===== config.mk =====
export PLATFORM = sky130hd
export DESIGN_NAME = cond_flag_stage
export DESIGN_NICKNAME = d
export VERILOG_FILES = /design/src/rtl/cond_flag_stage_pkg.sv /design/src/rtl/cond_flag_stage_cond_check.sv /design/src/rtl/cond_flag_stage.sv
export SDC_FILE = /design/constraint.sdc
export NUM_CORES = 1
export LEC_CHECK = 0
export ABC_CLOCK_PERIOD_IN_PS = 3870
export BUFFER_PORTS_ARGS = -buffer_cell sky130_fd_sc_hd__buf_2
export CELL_PAD_IN_SITES_DETAIL_PLACEMENT = 2
export CELL_PAD_IN_SITES_GLOBAL_PLACEMENT = 2
export CORE_ASPECT_RATIO = 0.6
export CORE_UTILIZATION = 33
export DETAILED_ROUTE_END_ITERATION = 6
export GPL_ROUTABILITY_DRIVEN = 0
export HOLD_SLACK_MARGIN = 0.05
export PLACE_DENSITY_LB_ADDON = 0.1
export REMOVE_ABC_BUFFERS = 1
export SLEW_MARGIN = 5
export SYNTH_ARGS = -nofsm -noshare
export SYNTH_HDL_FRONTEND = slang
export SYNTH_SLANG_ARGS = --single-unit

===== constraint.sdc =====
create_clock -name clk -period 3.87 [get_ports clk]
set_input_delay 0.774 -clock clk [delete_from_list [all_inputs] [get_ports clk]]
set_output_delay 0.774 -clock clk [all_outputs]
set_load 0.01 [all_outputs]

===== src/rtl/cond_flag_stage_pkg.sv =====
// Shared definitions for the execute-stage condition/flag logic:
// condition-code encodings and status-flag bit positions.
package cond_flag_stage_pkg;

  localparam int ALU_FLAGS_WIDTH = 5;

  localparam int FLAG_Q = 4;
  localparam int FLAG_N = 3;
  localparam int FLAG_Z = 2;
  localparam int FLAG_C = 1;
  localparam int FLAG_V = 0;

  typedef enum logic [3:0] {
    COND_EQ = 4'b0000,
    COND_NE = 4'b0001,
    COND_CS = 4'b0010,
    COND_CC = 4'b0011,
    COND_MI = 4'b0100,
    COND_PL = 4'b0101,
    COND_VS = 4'b0110,
    COND_VC = 4'b0111,
    COND_HI = 4'b1000,
    COND_LS = 4'b1001,
    COND_GE = 4'b1010,
    COND_LT = 4'b1011,
    COND_GT = 4'b1100,
    COND_LE = 4'b1101,
    COND_AL = 4'b1110,
    COND_NV = 4'b1111
  } cond_code_e;

endpackage


===== src/rtl/cond_flag_stage_cond_check.sv =====
// Combinational condition-code evaluator: maps a 4-bit condition and the
// {N,Z,C,V} flags to a pass/fail bit.
module cond_check
  import cond_flag_stage_pkg::*;
(
  input  logic [3:0] cond_i,
  input  logic [3:0] nzcv_i,
  output logic       pass_o
);

  logic n, z, c, v;

  always_comb begin
    n = nzcv_i[FLAG_N];
    z = nzcv_i[FLAG_Z];
    c = nzcv_i[FLAG_C];
    v = nzcv_i[FLAG_V];
    pass_o = 1'b0;
    case (cond_code_e'(cond_i))
      COND_EQ: pass_o = z;
      COND_NE: pass_o = ~z;
      COND_CS: pass_o = c;
      COND_CC: pass_o = ~c;
      COND_MI: pass_o = n;
      COND_PL: pass_o = ~n;
      COND_VS: pass_o = v;
      COND_VC: pass_o = ~v;
      COND_HI: pass_o = c & ~z;
      COND_LS: pass_o = ~(c & ~z);
      COND_GE: pass_o = (n == v);
      COND_LT: pass_o = (n != v);
      COND_GT: pass_o = ~z & (n == v);
      COND_LE: pass_o = ~(~z & (n == v));
      COND_AL: pass_o = 1'b1;
      default: pass_o = 1'b0;
    endcase
  end

endmodule


===== src/rtl/cond_flag_stage.sv =====
// Execute-stage condition/flag stage: evaluates the condition against the
// architectural flags, gates controls into the E/M register, updates flags.
module cond_flag_stage #(
  parameter int ALU_FLAGS_WIDTH = cond_flag_stage_pkg::ALU_FLAGS_WIDTH,
  parameter int CNT_WIDTH       = 16
) (
  input  logic                       clk,
  input  logic                       rst_n,
  input  logic                       valid_e,
  input  logic [3:0]                 cond_e,
  input  logic [1:0]                 flags_write_e,
  input  logic [ALU_FLAGS_WIDTH-1:0] alu_flags_e,
  input  logic                       reg_write_e,
  input  logic                       mem_write_e,
  input  logic                       pc_src_e,
  input  logic                       stall_e,
  input  logic                       flush_e,
  input  logic                       clr_q,
  output logic                       cond_ex_e,
  output logic                       branch_taken_e,
  output logic [ALU_FLAGS_WIDTH-1:0] flags_q,
  output logic                       valid_m,
  output logic                       reg_write_m,
  output logic                       mem_write_m,
  output logic                       pc_src_m,
  output logic [CNT_WIDTH-1:0]       cond_fail_cnt
);

  import cond_flag_stage_pkg::*;

  logic [ALU_FLAGS_WIDTH-1:0] flags_d;
  logic                       valid_m_d, valid_m_q;
  logic                       reg_write_m_d, reg_write_m_q;
  logic                       mem_write_m_d, mem_write_m_q;
  logic                       pc_src_m_d, pc_src_m_q;
  logic [CNT_WIDTH-1:0]       cnt_d, cnt_q;
  logic                       live, go, q_set;

  cond_check u_cond_check (
    .cond_i (cond_e),
    .nzcv_i (flags_q[3:0]),
    .pass_o (cond_ex_e)
  );

  always_comb begin
    live           = valid_e & ~flush_e;
    go             = live & cond_ex_e;
    branch_taken_e = go & pc_src_e;

    flags_d = flags_q;
    if (go && flags_write_e[1]) begin
      flags_d[FLAG_N] = alu_flags_e[FLAG_N];
      flags_d[FLAG_Z] = alu_flags_e[FLAG_Z];
    end
    if (go && flags_write_e[0]) begin
      flags_d[FLAG_C] = alu_flags_e[FLAG_C];
      flags_d[FLAG_V] = alu_flags_e[FLAG_V];
    end
    // Q is sticky: a saturating op in the same cycle as a clear wins.
    q_set = go & (|flags_write_e) & alu_flags_e[FLAG_Q];
    if (q_set) begin
      flags_d[FLAG_Q] = 1'b1;
    end else if (clr_q) begin
      flags_d[FLAG_Q] = 1'b0;
    end

    valid_m_d     = live;
    reg_write_m_d = go & reg_write_e;
    mem_write_m_d = go & mem_write_e;
    pc_src_m_d    = go & pc_src_e;

    cnt_d = cnt_q;
    if (live && !cond_ex_e && (cnt_q != '1)) begin
      cnt_d = cnt_q + 1'b1;
    end
  end

  always_ff @(posedge clk or negedge rst_n) begin
    if (!rst_n) begin
      flags_q       <= '0;
      valid_m_q     <= 1'b0;
      reg_write_m_q <= 1'b0;
      mem_write_m_q <= 1'b0;
      pc_src_m_q    <= 1'b0;
      cnt_q         <= '0;
    end else if (!stall_e) begin
      flags_q       <= flags_d;
      valid_m_q     <= valid_m_d;
      reg_write_m_q <= reg_write_m_d;
      mem_write_m_q <= mem_write_m_d;
      pc_src_m_q    <= pc_src_m_d;
      cnt_q         <= cnt_d;
    end
  end

  assign valid_m       = valid_m_q;
  assign reg_write_m   = reg_write_m_q;
  assign mem_write_m   = mem_write_m_q;
  assign pc_src_m      = pc_src_m_q;
  assign cond_fail_cnt = cnt_q;

endmodule


==> results.md <==
* Critical Path AT at 2.52 ns
* Max cap viols at 0
* Placement Cell Area at 0.001653 mm^2
* Slew margin rel. at 0.5421
* Power Dens Cells at 468.6 mW/mm^2
* Dominant cells by area after synthesis: dfrtp_1 (45%), xor2_1 (10%), mux2_2 (4.9%)
* Core box area at 0.003850 mm^2
* Antenna Nets Post-Route at 0
* Ys flop type: dfrtp_1
* Row count at 17
* Slew Viols, Final at 0
* Mapped Cells at 124
* Crit share post-route at 0.8508
* DR iter-0 viols at 40
* Filler Cell Count at 417
* Post-synthesis register bit count at 25
* Dominant cell type by area after synthesis: dfrtp_1
* CP endpoint kind: output pin
* Initial antenna violation count at 0
* Hold WC Path Type: input pin to async pin
* Register area at 625.6 um^2
* Clk buf depth at 2
* Postcts setup bufs at 0
* I/O Buffers at 46
* Area growth, synth to finish at 22.41%
* Vias per std cell at 4.837
* Final hold vios at 0
* Synth top area share at 0.4500
* DRC at 0
* GR Overflow Total at 0
* Die Y at 52.28 um
* Total CTS buffers at 3
* CTS tree: done
* Synth warn at 0
* Pin count of the biggest net entering global routing at 26
* Die area at 0.004485 mm^2
* Status: completed
* Antenna Diode Count at 0
* Clock tree root buffer cell: clkbuf_8
* First-pass GRT wire length at 5968 um
* Nets at 192
* Number of global-route vias before repair at 1202
* F_max at 0.3037 GHz
* Die span in x at 85.79 um
* Skew final at 0.006434 ns
* Avg Cell Area, Syn at 11.21 um^2
* Crit path max fanout at 21
* Layout cells sized above 1 at 0.4118
* Share of flip-flops with an asynchronous set or reset at 1.000
* Multi-input logic area at 703.2 um^2
* Finished Cell Area at 0.001702 mm^2
* Gr usage total at 0.1789
* Top post-synthesis cells by count: dfrtp_1 (25), xor2_1 (16), nand3_1 (10)
* Yosys cell types at 34
* DRT Pass-1 Iters at 4
* RSZ-0062 raised after global routing: false
* P_leak at 0.8826 nW
* Placed wire-length estimate at 2860 um
* Peak VDD IR at 0.0001795 V
* Sequential fraction of the synthesis area at 0.4500
* EDFF count, synth at 0
* Clock period minus final worst setup slack at 3.293 ns
* Num ports at 47
* WP data required at 3.10 ns
* Initial core utilization at 0.3611
* Clock sink count at 25
* Fin Setup TNS at 0 ns
* Netlist Area Pre-Place at 0.001390 mm^2
* Final setup viols at 0
* DR vias at 1098
* Setup crit start kind: input pin
* Dominant cell by count in the synthesized netlist: dfrtp_1
* Clk slew on worst S/H paths at 0.09 ns
* H-tree depth at 1
* Drt wl/cell at 16.03 um
* Gates resized, CTS repair at 0
* Post-CTS Hold Fix Bufs at 0
* Worst skew pair latency at 0.27 ns
* Critical path class: input pin to output pin
* Wirelength, routed at 3639 um
* Slew of the pin with the lowest slew margin at 0.6851 ns
==> critical path: stages <==
cell and delay, ns:
buf_2 0.16, mux2i_1 0.24, xor2_1 0.18, o32ai_1 0.09
or4_4 0.69, and3_1 0.25, buf_2 0.14
==> cell type report <==
| cell class | count | share of cell area |
|---|---|---|
| sequential | 25 | 0.3676 |
| clock inverter | 1 | 0.004412 |
| clock buffer | 3 | 0.02426 |
| multi-input combinational | 90 | 0.4132 |
| timing repair buffer | 47 | 0.1397 |
| tap | 57 | 0.04191 |
| inverter | 4 | 0.008824 |
==> path summary, 6_finish.rpt <==
path                                    from           endpoint  slack, ns  cells past startpoint
max in group asynchronous              rst_n   cond_fail_cnt[4]       3.01                      1
min in group clk           cond_fail_cnt[13]  cond_fail_cnt[13]       0.50                      1
hold reg to reg            cond_fail_cnt[13]  cond_fail_cnt[13]       0.50                      1
setup / recovery                   cond_e[1]     branch_taken_e       0.58                      7
setup reg to reg            cond_fail_cnt[0]   cond_fail_cnt[1]       1.33                      7
hold / removal                         rst_n           pc_src_m       0.48                      1
==> power breakdown <==
group,total [W],internal (W),switching (W)
combinational,0.000272,0.000117,0.000155
sequential,0.000364,0.000306,0.0000583
clock,0.000161,0.0000730,0.0000877
==> flip-flops by register name, indices dropped and copies added, names as in the netlist <==
register	flops
cond_fail_cnt	16
flags_q	5
mem_write_m	1
pc_src_m	1
reg_write_m	1
valid_m	1
==> kinds of logic after synthesis <==
group	synth area share
simple gates	0.2601
flops	0.4500
xor+xnor	0.1197
compound gates	0.05401
buf+inv	0.04409
mux	0.06300
fa+ha+maj	0.008999
==> cell usage in the layout, fill, tap and decap left out, types with 2 or more instances in the layout <==
cell type / count
mux2_2: 6
nand2_1: 5
nor3_2: 4
buf_2: 46
o21ai_0: 3
inv_1: 4
nand2b_1: 2
xor2_1: 16
nor2_1: 5
and3_1: 6
nor3b_2: 2
clkbuf_8: 3
dfrtp_1: 25
nand4_1: 3
nand3_1: 10
a21oi_1: 2
nor4_2: 5
a22o_1: 2
xnor2_1: 3
mux2i_1: 2
nor2b_1: 3
==> per-layer routing <==
| metal | track usage | part of all wire | vias to the layer above |
|---|---|---|---|
| met4 | 0.03333 | 0.0080 | 0 |
| met1 | 0.2442 | 0.50 | 535 |
| met3 | 0.03780 | 0.040 | 2 |
| met5 | 0 | 0 | - |
| li1 | - | - | 529 |
| met2 | 0.2973 | 0.45 | 32 |
==> metrics by stage <==
stage	util	power (W)	hold slack, ns	worst slack (ns)	std cells
final	0.4420	0.0007974	0.4804	0.5773	227
after global routing	0.4420	0.0008471	0.5134	0.4613	227
after global placement	0.4293	0.0006242	0.4795	0.6590	223
after floorplan	-	0.0005193	0.4784	0.9778	119
after detailed placement	0.4293	0.0006476	0.4768	0.5618	223
after CTS	0.4420	0.0008116	0.4965	0.5602	227
Note: power is estimated with default switching activity, not from simulation.
